**config.mk**
```make
export PLATFORM = sky130hd
export DESIGN_NAME = parallel_to_serial_wrapper
export DESIGN_NICKNAME = d
export VERILOG_FILES = /design/src/rtl/parallel_to_serial_wrapper.sv
export SDC_FILE = /design/constraint.sdc
export NUM_CORES = 1
export LEC_CHECK = 0
export ABC_CLOCK_PERIOD_IN_PS = 4700
export BUFFER_PORTS_ARGS = -buffer_cell sky130_fd_sc_hd__buf_2
export CORE_MARGIN = 5
export CORE_UTILIZATION = 60
export DETAILED_ROUTE_END_ITERATION = 12
export GPL_ROUTABILITY_DRIVEN = 0
export PLACE_DENSITY_LB_ADDON = 0.08
export SYNTH_ARGS = -nofsm -noshare
export SYNTH_HDL_FRONTEND = slang
export SYNTH_SLANG_ARGS = --single-unit
```
**constraint.sdc**
```tcl
create_clock -name clk_i -period 4.7 [get_ports clk_i]
set_input_delay 0.94 -clock clk_i [delete_from_list [all_inputs] [get_ports clk_i]]
set_output_delay 0.94 -clock clk_i [all_outputs]
set_load 0.01 [all_outputs]
```
**src/rtl/parallel_to_serial_wrapper.sv**
```systemverilog
// Serializes up to SIZE frames of WIDTH bits each, MSB first, then raises complete.
// One start request yields exactly one transfer; a new request needs load_send to fall first.
module parallel_to_serial_wrapper #(
    parameter int WIDTH = 4,
    parameter int SIZE  = 8
) (
    input  logic                    clk_i,
    input  logic                    rst_ni,
    input  logic                    enable_i,
    input  logic                    load_send_i,
    input  logic [7:0]              framesize_i,
    input  logic [WIDTH*SIZE-1:0]   parallel_i,
    output logic                    serial_o,
    output logic                    complete_o
);
    localparam int PW = WIDTH * SIZE;
    localparam int CW = $clog2(PW + 1);

    typedef enum logic [1:0] {
        IDLE,
        SEND,
        DONE
    } state_t;

    state_t          state_q;
    logic [PW-1:0]   shift_q;
    logic [CW-1:0]   cnt_q;
    logic            serial_q;
    logic            complete_q;

    logic [31:0]     frames_d;
    logic [CW-1:0]   cnt_d;
    logic [PW-1:0]   shift_d;
    logic [PW-1:0]   shift_nx;

    // The latched word is left-aligned so the first bit to send always sits in the MSB.
    always_comb begin
        frames_d = ({24'd0, framesize_i} > 32'(SIZE)) ? 32'(SIZE) : {24'd0, framesize_i};
        cnt_d    = CW'(frames_d * 32'(WIDTH));
        shift_d  = parallel_i << (32'(PW) - frames_d * 32'(WIDTH));
        shift_nx = shift_q << 1;
    end

    always_ff @(posedge clk_i or negedge rst_ni) begin
        if (!rst_ni) begin
            state_q    <= IDLE;
            shift_q    <= '0;
            cnt_q      <= '0;
            serial_q   <= 1'b1;
            complete_q <= 1'b0;
        end else begin
            case (state_q)
                IDLE: begin
                    serial_q   <= 1'b1;
                    complete_q <= 1'b0;
                    if (enable_i && load_send_i) begin
                        shift_q <= shift_d;
                        cnt_q   <= cnt_d;
                        if (cnt_d == '0) begin
                            state_q    <= DONE;
                            complete_q <= 1'b1;
                        end else begin
                            state_q  <= SEND;
                            serial_q <= shift_d[PW-1];
                        end
                    end
                end
                SEND: begin
                    // cnt_q counts bit periods still on the line, including the current one.
                    if (cnt_q <= CW'(1)) begin
                        state_q    <= DONE;
                        cnt_q      <= '0;
                        serial_q   <= 1'b1;
                        complete_q <= 1'b1;
                    end else begin
                        cnt_q    <= cnt_q - CW'(1);
                        shift_q  <= shift_nx;
                        serial_q <= shift_nx[PW-1];
                    end
                end
                DONE: begin
                    serial_q   <= 1'b1;
                    complete_q <= 1'b1;
                    if (!load_send_i) begin
                        state_q    <= IDLE;
                        complete_q <= 1'b0;
                    end
                end
                default: begin
                    state_q    <= IDLE;
                    serial_q   <= 1'b1;
                    complete_q <= 1'b0;
                end
            endcase
        end
    end

    assign serial_o   = serial_q;
    assign complete_o = complete_q;
endmodule

```
# Word-level counts from Yosys, hierarchy flattened
# Cells that the tools add are included.
# W data, S select, Z words.
# word_totals
regBits,41
input_bits,44
out_inout_bits,2
wordCells,44
# classes
n_addsub,2
n_lt_le_gt_ge,2
eq_ne,6
shift,1
mux,21
reduce_logical,7
# op_table
op,count
$mux W31,2
$pmux W31 S2,1
$shl A32 B32 Y32,1
$mux W6,2
$pmux W6 S2,1
$sub A6 B10 Y11 const A,1
$gt A8 B4 Y1 const B,1
$mux W2,4
$mux W8,1
$ne A2 B2 Y1 const B,4
$mux W1,7
$le A6 B1 Y1 const B,1
$logic_not A6 Y1,1
$pmux W2 S3,1
$reduce_and A3 Y1,2
$sub A6 B1 Y6 const B,1
$pmux W1 S3,1
$eq A2 B1 Y1 const B,1
$eq A2 B2 Y1 const B,1
$logic_not A2 Y1,1
$pmux W1 S2,1
$reduce_and A2 Y1,1
$reduce_bool A2 Y1,1
$logic_and A1 B1 Y1,1

# Depth between registers and ports, before layout
# Gate-level depths: netlist of run 1.
# logic_depth
ltp_word,7
ltp_mapped,13

# Worst setup path after synthesis of run 1
# Ideal clock, no wire load.
# synth_timing
kind,input to register
from,input framesize_i[4]
to,register shift_q[11]
t_arrival_ns,3.143
required_ns,4.574
slack_ns,1.431
path_stages,11
path_buffers,4
cell_sequence,nor3_4 and3_1 buf_2 buf_2 inv_1 ha_1 clkbuf_1 clkbuf_1 o22ai_1 a221oi_1 nor2_1
# synth_between
elab_chain_len,6
# synth_rtl
item,line_no,rtl
start: declaration,11,"input logic [7:0] framesize_i,"
$gt A8 B4 Y1,38,"frames_d = ({24'd0, framesize_i} > 32'(SIZE)) ? 32'(SIZE) : {24'd0, framesize_i};"
$mux W8 *,38,
$sub A6 B10 Y11 *,40,shift_d = parallel_i << (32'(PW) - frames_d * 32'(WIDTH));
$shl A32 B32 Y32 *,40,
$mux W31 *,56,if (enable_i && load_send_i) begin
$pmux W31 S2 *,52,case (state_q)
end signal: assignment,57,shift_q <= shift_d;
end signal: assignment,77,shift_q <= shift_nx;
end: declaration,26,logic [PW-1:0] shift_q;
# Every way passes the cells marked *; elsewhere a longest branch is shown, timed or not. The select of a mux whose other input is x is not followed.
# A chain may end at the register's enable or synchronous reset.

# Final worst setup path of run 1
# layout_timing
from,input framesize_i[4]
to,register shift_q[29]
# Same word-level chain as after synthesis.

==> results.yml, run 1 <==
timing:
  grt_setup_unrepaired: "false"
  timing.final.crit_share_pct: 77.0
  drv_slew: 0
  tightest_slew_ps: 1040
  fin_skew_ps: 11.4
  setup_violations: 0
  tns_ps: 0
  max_freq_ghz: 0.276
  hold_viol: 0
  period_needed_ps: 3620
  relSlewSlack_pct: 30.3
logic_synthesis:
  synth-simple-area-share_pct: 16.8
  synth_cell_types: 61
  avgSynthCellArea_um2: 8.34
  async_flop_share_pct: 100
  synth_top_family_by_area: "compound AO/OA/AOI/OAI gates"
  seq_area_frac_synth_pct: 32.1
  ys_seq_elements: 41
  syn_inst: 384
  syn_area_um2: 3200
  synth_fa_ha_area_share_pct: 1.17
  synthXorXnorAreaFrac_pct: 1.05
  ys_warn_count: 0
  synthFlopType: "dfrtp_1"
  synth-edff-count: 0
  synth_compound_area_share_pct: 38.2
  synth.area.mux_share_pct: 4.84
  syn_nets: 431
global_routing:
  grt_remaining_overflow: 0
  antenna_found_initial: 0
  grt_max_degree: 42
  grt_pass1_wl_um: 16100
  track_usage_pct: 28.8
  grt_pass1_vias: 3123
clocking:
  h-tree-depth: 2
  root_buffer: "clkbuf_8"
  numCtsBuffers: 5
  holdBufCountCts: 0
  clk_latency_ps: 300
  cts_tree: "built"
  cts_resized: 0
  clk_path_buf_depth: 2
  clk_pin_slew_ps: 90
  clkSinkCount: 41
  cts_setup_buffers: 0
routing:
  routed-via-count: 3418
  drc_errors: 0
  vias_per_cell: 7.12
  wl_per_cell_um: 20.8
  drt-initial-drc-count: 475
  firstDrtPassIters: 5
  ant_nets: 0
  wirelength_um: 9990
critical_path:
  path_class: "in -> reg"
  endpoint_kind: "register"
  path_max_fanout: 22
  crit_arrival_ps: 3750
  cp.required_ps: 4830
  worstSetupStartpointType: "input pin"
pwr:
  internal_power_uw: 1100
  switching_power_uw: 834
  irDropWorstVdd_mv: 0.380
  p_leak_uw: 0.00148
  power.share.combinational_pct: 47.8
  swShare_pct: 43.2
  p_per_area_nw_per_um2: 546
  power.share.sequential_pct: 34.2
  power.share.clock_pct: 18.0
finish:
  multi_input_area_um2: 1990
  final_common_cell: "buf_2"
  final_layout_size_suffix_gt1_share_pct: 18.8
  fin_util_pct: 68.8
  syn2layout_area_growth_pct: 10.4
  final_cell_mix: "45 x buf_2, 44 x nor2_1, 40 x dfrtp_1, 30 x a21oi_1, 27 x o21ai_0"
  nets: 456
  diodes: 0
  regArea_um2: 1030
  fill_cells: 465
hold_path:
  hold_class: "reg -> reg"
floorplan:
  dieHeight_um: 83.1
  io_pins: 46
  dieArea_um2: 6900
  core_um2: 5140
  fp.dieW_um: 83.1
  placementRows: 26
  initial_utilization_pct: 62.3
placement:
  hpwl_um: 7210
  port-buffer-count: 45
status:
  status: "finished, final reports clean"
flow_run:
  drv_cap: 0
==> metal layers <==
metal | part of all wire [%] | global-route usage [%] | vias to the layer above
met5 | 0 | 0 | -
met4 | 3.5 | 10.7 | 0
met3 | 12 | 7.23 | 37
met2 | 44 | 43.6 | 233
met1 | 40 | 39.6 | 1617
li1 | - | - | 1531
==> worst paths after layout <==
check | startpoint | to | slack, ps | depth (start not counted)
worst max-delay path | framesize_i[4] | shift_q[29] | 1080 | 10
worst min-delay path | shift_q[7] | shift_q[7] | 490 | 2
worst max register to register | cnt_q[0] | shift_q[29] | 2060 | 7
worst min register to register | shift_q[7] | shift_q[7] | 490 | 2
max in group asynchronous | rst_ni | cnt_q[5] | 3340 | 1
min in group asynchronous | rst_ni | cnt_q[0] | 770 | 1
==> cells in the mapped netlist (all sizes together) (9+ instances only) <==
cell / count / area share [%]
o21ai: 30 / 5.2
a21oi: 31 / 4.8
a22o: 12 / 3.3
inv: 9 / 1.1
a221oi: 24 / 7.1
dfrtp: 40 / 31
buf: 13 / 2.7
nand2: 26 / 3.1
nor3: 19 / 3.3
mux2i: 11 / 3.4
nor2: 46 / 5.5
clkbuf: 18 / 2.1
==> state kept, by name (all words and copies together), names as in the netlist <==
signal	cells
complete_o	1
cnt_q	6
serial_o	1
state_q	2
shift_q	31
==> power groups by stage <==
| stage | Clock, uW | Sequential [uW] | Combinational [uW] |
|---|---|---|---|
| floorplan | 0 | 611 | 708 |
| global placement | 0 | 654 | 887 |
| detailed placement | 0 | 661 | 903 |
| CTS | 352 | 653 | 907 |
| global route | 365 | 679 | 1020 |
| finish | 347 | 660 | 923 |
==> worst max-delay path, stage by stage <==
cell and delay, ps:
buf_2 120, or3_1 540, nor2_2 290, nand2_1 120, ha_1 420, o21ai_4 150, o21ai_2 280, a22o_1 300
a2111oi_0 490, a311oi_1 100
==> logic make-up (layout without fill, tap and decap cells) <==
family,after synthesis,after routing
DFF,41,41
xor gates and xnor gates,3,3
AOI/OAI and AO/OA,168,168
muxes,13,13
and+or+nand+nor,116,116
buffers and inverters,40,66
adders and majority gates,3,3
==> stage by stage <==
step | setup WS, ps | total power [uW] | cell area (um^2) | cells | hold WS [ps]
finish | 1080 | 1930 | 3540 | 480 | 490
global route | 918 | 2070 | 3540 | 480 | 524
CTS | 1150 | 1910 | 3540 | 480 | 499
detailed placement | 841 | 1560 | 3400 | 472 | 479
global placement | 947 | 1540 | 3400 | 472 | 469
floorplan | 1430 | 1320 | 3200 | 384 | 450
==> cell type report <==
cell class                 count  share of cell area [%]
clock buffer                   5                    1.95
clock inverter                 3                    1.95
inverter                       9                   0.955
multi-input combinational    303                    56.4
sequential                    41                    29.1
tap                           70                    2.48
timing repair buffer          49                    7.22
Note: power is estimated with default switching activity, not from simulation.
==> run 2, diff against run 1 <==
--- a/config.mk
+++ b/config.mk
@@ -5,10 +5,10 @@
 export SDC_FILE = /design/constraint.sdc
 export NUM_CORES = 1
 export LEC_CHECK = 0
-export ABC_CLOCK_PERIOD_IN_PS = 4700
+export ABC_CLOCK_PERIOD_IN_PS = 3470
 export BUFFER_PORTS_ARGS = -buffer_cell sky130_fd_sc_hd__buf_2
 export CORE_MARGIN = 5
-export CORE_UTILIZATION = 60
+export CORE_UTILIZATION = 58
 export DETAILED_ROUTE_END_ITERATION = 12
 export GPL_ROUTABILITY_DRIVEN = 0
 export PLACE_DENSITY_LB_ADDON = 0.08
==> constraint.sdc (replaced) <==
create_clock -name clk_i -period 3.47 [get_ports clk_i]
set_input_delay 0.694 -clock clk_i [delete_from_list [all_inputs] [get_ports clk_i]]
set_output_delay 0.694 -clock clk_i [all_outputs]
set_load 0.01 [all_outputs]
==> results.yml, run 2 (same netlist as run 1, synthesis figures left out) <==
placement:
  pre_cts_ws_ps: 307
  placedCellCount: 485
  placed_cell_area_um2: 3480
  hpwl_um: 7490
  port-buffer-count: 45
clocking:
  cts_setup_buffers: 0
  clk_path_buf_depth: 2
  numCtsBuffers: 5
  cts_resized: 0
  root_buffer: "clkbuf_8"
  clk_latency_ps: 300
  clkSinkCount: 41
  cts_tree: "built"
  clk_pin_slew_ps: 90
  holdBufCountCts: 0
  h-tree-depth: 2
timing:
  drv_slew: 0
  fin_skew_ps: 9.26
  timing.final.crit_share_pct: 83.8
  max_freq_ghz: 0.344
  setup_violations: 0
  whs_ps: 495
  fin_ws_ps: 561
  relSlewSlack_pct: 30.7
  period_needed_ps: 2910
  tns_ps: 0
  hold_viol: 0
  tightest_slew_ps: 1040
  grt_setup_unrepaired: "false"
finish:
  diodes: 0
  postLayoutCellArea_um2: 3600
  nets: 467
  final_layout_size_suffix_gt1_share_pct: 20.9
  fill_cells: 504
  multi_input_area_um2: 1990
  top_regs: "shift_q x31, cnt_q x6, state_q x2"
  syn2layout_area_growth_pct: 12.3
  fin_cells: 493
  final_cell_mix: "45 x buf_2, 44 x nor2_1, 40 x dfrtp_1, 30 x a21oi_1, 27 x o21ai_0"
  final_common_cell: "buf_2"
  regArea_um2: 1030
  regMostFlops: "shift_q"
  largest_register_ff_count: 31
global_routing:
  grt_pass1_vias: 3238
  antenna_found_initial: 0
  grt_remaining_overflow: 0
  grt_max_degree: 42
  track_usage_pct: 29.2
  grt_pass1_wl_um: 16800
pwr:
  irDropWorstVdd_mv: 0.436
  p_per_area_nw_per_um2: 718
  p_leak_uw: 0.00152
floorplan:
  io_pins: 46
  core_um2: 5440
  dieArea_um2: 7110
  fp.dieW_um: 84.3
  dieHeight_um: 84.3
  placementRows: 27
  initial_utilization_pct: 58.9
routing:
  drt-initial-drc-count: 514
  firstDrtPassIters: 5
  vias_per_cell: 6.92
  drc_errors: 0
  wirelength_um: 10200
  routed-via-count: 3410
  wl_per_cell_um: 20.8
  ant_nets: 0
critical_path:
  crit_path_start: "framesize_i[7]"
  path_class: "in -> reg"
  path_max_fanout: 22
  endpoint_kind: "register"
  reg2reg_from: "state_q[1]"
  cp.required_ps: 3600
  crit_arrival_ps: 3040
  worstSetupStartpointType: "input pin"
hold_path:
  hold_class: "reg -> reg"
  min_from: "shift_q[7]"
status:
  status: "finished, final reports clean"
flow_run:
  drv_cap: 0
## run 2: cell type report
| cell class | instances | area share [%] |
|---|---|---|
| inverters | 9 | 0.939 |
| clock buffers | 5 | 1.91 |
| clock inverters | 3 | 1.29 |
| well taps | 72 | 2.50 |
| repair buffers | 60 | 9.39 |
| multi-input cells | 303 | 55.4 |
| flip-flops and latches | 41 | 28.5 |
## run 2: path summary, 6_finish.rpt
check	slack [ps]	endpoint	depth (start not counted)
max	560	shift_q[29]	10
min	490	shift_q[7]	2
max in group asynchronous	2360	shift_q[20]	1
min in group asynchronous	530	state_q[1]	1
max reg2reg	860	shift_q[29]	5
min reg2reg	490	shift_q[7]	2
## run 2: per-layer routing
metal	GRT usage (%)	share of wire [%]	vias up
li1	-	-	1554
met1	42.0	43	1578
met2	42.1	43	236
met3	6.08	11	40
met4	12.1	3.2	2
met5	3.50	0.31	-
## run 2: critical path, cell delays in order
cell       delay [ps]
buf_2             110
or2_2             380
nor2_2            150
nand2_1            90
ha_1              310
o21ai_4           110
o21ai_2           300
a22o_1            300
a2111oi_0         490
a311oi_1          100
## run 2: per-stage QoR
stage	utilization [%]	total power (uW)
global placement	64.0	2130
global route	66.2	2780
CTS	66.2	2570
floorplan	-	1790
detailed placement	64.0	2170
finish	66.2	2580
## run 2: power breakdown
group,internal [uW],total (uW),switching [uW]
registers,710,894,184
logic,509,1290,780
clock network,216,400,185
total,1430,2580,1150
==> run 3, diff against run 2 <==
--- a/config.mk
+++ b/config.mk
@@ -5,7 +5,8 @@
 export SDC_FILE = /design/constraint.sdc
 export NUM_CORES = 1
 export LEC_CHECK = 0
-export ABC_CLOCK_PERIOD_IN_PS = 3470
+export ABC_AREA = 1
+export ABC_CLOCK_PERIOD_IN_PS = 3000
 export BUFFER_PORTS_ARGS = -buffer_cell sky130_fd_sc_hd__buf_2
 export CORE_MARGIN = 5
 export CORE_UTILIZATION = 58
==> constraint.sdc (replaced) <==
create_clock -name clk_i -period 3 [get_ports clk_i]
set_input_delay 0.6 -clock clk_i [delete_from_list [all_inputs] [get_ports clk_i]]
set_output_delay 0.6 -clock clk_i [all_outputs]
set_load 0.01 [all_outputs]
==> results.yml, run 3 <==
clocking:
  cts_tree: "built"
  numCtsBuffers: 5
  holdBufCountCts: 0
  clkSinkCount: 41
  clk_pin_slew_ps: 90
  cts_setup_buffers: 0
  root_buffer: "clkbuf_8"
  clk_latency_ps: 300
  clk_path_buf_depth: 2
  cts_resized: 0
  h-tree-depth: 2
routing:
  drc_errors: 0
  vias_per_cell: 5.60
  drt-initial-drc-count: 345
  wl_per_cell_um: 14.8
  firstDrtPassIters: 5
  wirelength_um: 8700
  ant_nets: 0
  routed-via-count: 3291
floorplan:
  dieHeight_um: 84.3
  placementRows: 27
  core_um2: 5440
  io_pins: 46
  initial_utilization_pct: 58.8
  fp.dieW_um: 84.3
  dieArea_um2: 7100
finish:
  final_layout_size_suffix_gt1_share_pct: 18.0
  final_cell_mix: "122 x nand2_1, 86 x nand3_1, 60 x a21oi_1, 45 x buf_2, 44 x nor2_1"
  postLayoutCellArea_um2: 3550
  syn2layout_area_growth_pct: 10.8
  diodes: 0
  largest_register_ff_count: 31
  regMostFlops: "shift_q"
  top_regs: "shift_q x31, cnt_q x6, state_q x2"
  nets: 562
  final_common_cell: "nand2_1"
hold_path:
  hold_class: "in -> async"
global_routing:
  grt_pass1_wl_um: 14500
  grt_pass1_vias: 3072
  grt_remaining_overflow: 0
  track_usage_pct: 24.8
  antenna_found_initial: 0
  grt_max_degree: 42
logic_synthesis:
  syn_inst: 481
  yosysTopAreaCell: "dfrtp_1"
  syn_nets: 528
  synth.most_common_cell: "nand2_1"
  synthTopCellsByCount: "122 x nand2_1, 86 x nand3_1, 60 x a21oi_1"
  synthDominantCellAreaShare_pct: 31.3
  avgSynthCellArea_um2: 6.65
  synth_area_leaders: "dfrtp_1 31%, nand2_1 14%, nand3_1 13%, a21oi_1 9.4%, nor2_1 5.2%"
  seq_area_frac_synth_pct: 32.1
  async_flop_share_pct: 100
  synth-edff-count: 0
  syn_area_um2: 3200
  ys_seq_elements: 41
  ys_warn_count: 0
  synth_cell_types: 34
  synthFlopType: "dfrtp_1"
critical_path:
  crit_arrival_ps: 2740
  cp.required_ps: 3210
  endpoint_kind: "register"
  worstSetupStartpointType: "register"
  path_max_fanout: 19
  path_class: "reg -> reg"
pwr:
  p_leak_uw: 0.00184
  p_per_area_nw_per_um2: 814
  irDropWorstVdd_mv: 0.626
timing:
  relSlewSlack_pct: 39.4
  grt_setup_unrepaired: "false"
  fin_skew_ps: 6.46
  tightest_slew_ps: 909
  fin_ws_ps: 466
  tns_ps: 0
  setup_violations: 0
  timing.final.crit_share_pct: 84.5
  drv_slew: 0
  hold_viol: 0
  period_needed_ps: 2530
  max_freq_ghz: 0.395
placement:
  hpwl_um: 6330
  pre_cts_ws_ps: 206
  port-buffer-count: 45
  placed_cell_area_um2: 3400
flow_run:
  drv_cap: 0
status:
  status: "finished, final reports clean"
[run 3: final timing paths]
| check | startpoint | to | slack (ps) | depth (start not counted) |
|---|---|---|---|---|
| min in group clk_i | shift_q[1] | shift_q[1] | 500 | 2 |
| worst min-delay path | rst_ni | shift_q[16] | 420 | 1 |
| worst max-delay path | cnt_q[0] | shift_q[25] | 470 | 10 |
| max in group asynchronous | rst_ni | cnt_q[0] | 2010 | 1 |
| worst max register to register | cnt_q[0] | shift_q[25] | 470 | 10 |
| worst min register to register | shift_q[1] | shift_q[1] | 500 | 2 |
[run 3: worst max-delay path, stage by stage (launching register included)]
cell and delay (ps):
dfrtp_1 390, inv_1 160, ha_1 240, o211ai_1 130
nand2_2 160, inv_2 110, nor2_4 410, inv_1 360
or2_2 370, nand2_1 70, inv_1 30
[run 3: metrics by stage]
| step | hold WS (ps) | power (uW) | cells | utilization (%) |
|---|---|---|---|---|
| floorplan | 304 | 2060 | 481 | - |
| global placement | 470 | 2280 | 579 | 62.5 |
| detailed placement | 481 | 2320 | 579 | 62.5 |
| CTS | 455 | 2860 | 587 | 65.1 |
| global route | 503 | 3130 | 588 | 65.2 |
| finish | 421 | 2890 | 588 | 65.2 |
[run 3: power breakdown]
group / internal, uW / switching, uW
combinational: 495 / 850
clock: 335 / 210
sequential: 828 / 168
[run 3: final cells by class]
cell class / count / area (um^2)
Fill cell: 540 / 1890
Multi-Input combinational cell: 377 / 1870
Sequential cell: 41 / 1030
Timing Repair Buffer: 53 / 285
Inverter: 37 / 139
Tap cell: 72 / 90.1
Clock buffer: 5 / 68.8
Clock inverter: 3 / 68.8
[run 3: layer usage]
layer	wire, um	vias to the layer above	global-route usage (%)
met2	3920	152	38.3
met1	3970	1466	35.7
met4	173	0	6.87
li1	-	1659	-
met5	0	-	0
met3	637	14	4.42
[run 3: kinds of logic after synthesis]
family                   after synthesis  share of synthesized area (%)
adder cells (fa/ha/maj)                3                           1.17
flip-flops                            41                           32.1
AND/OR/NAND/NOR                      289                           42.6
multiplexers                           2                          0.704
XOR/XNOR                               3                          0.821
buffers and inverters                 64                           9.77
AO/OA/AOI/OAI                         79                           12.8
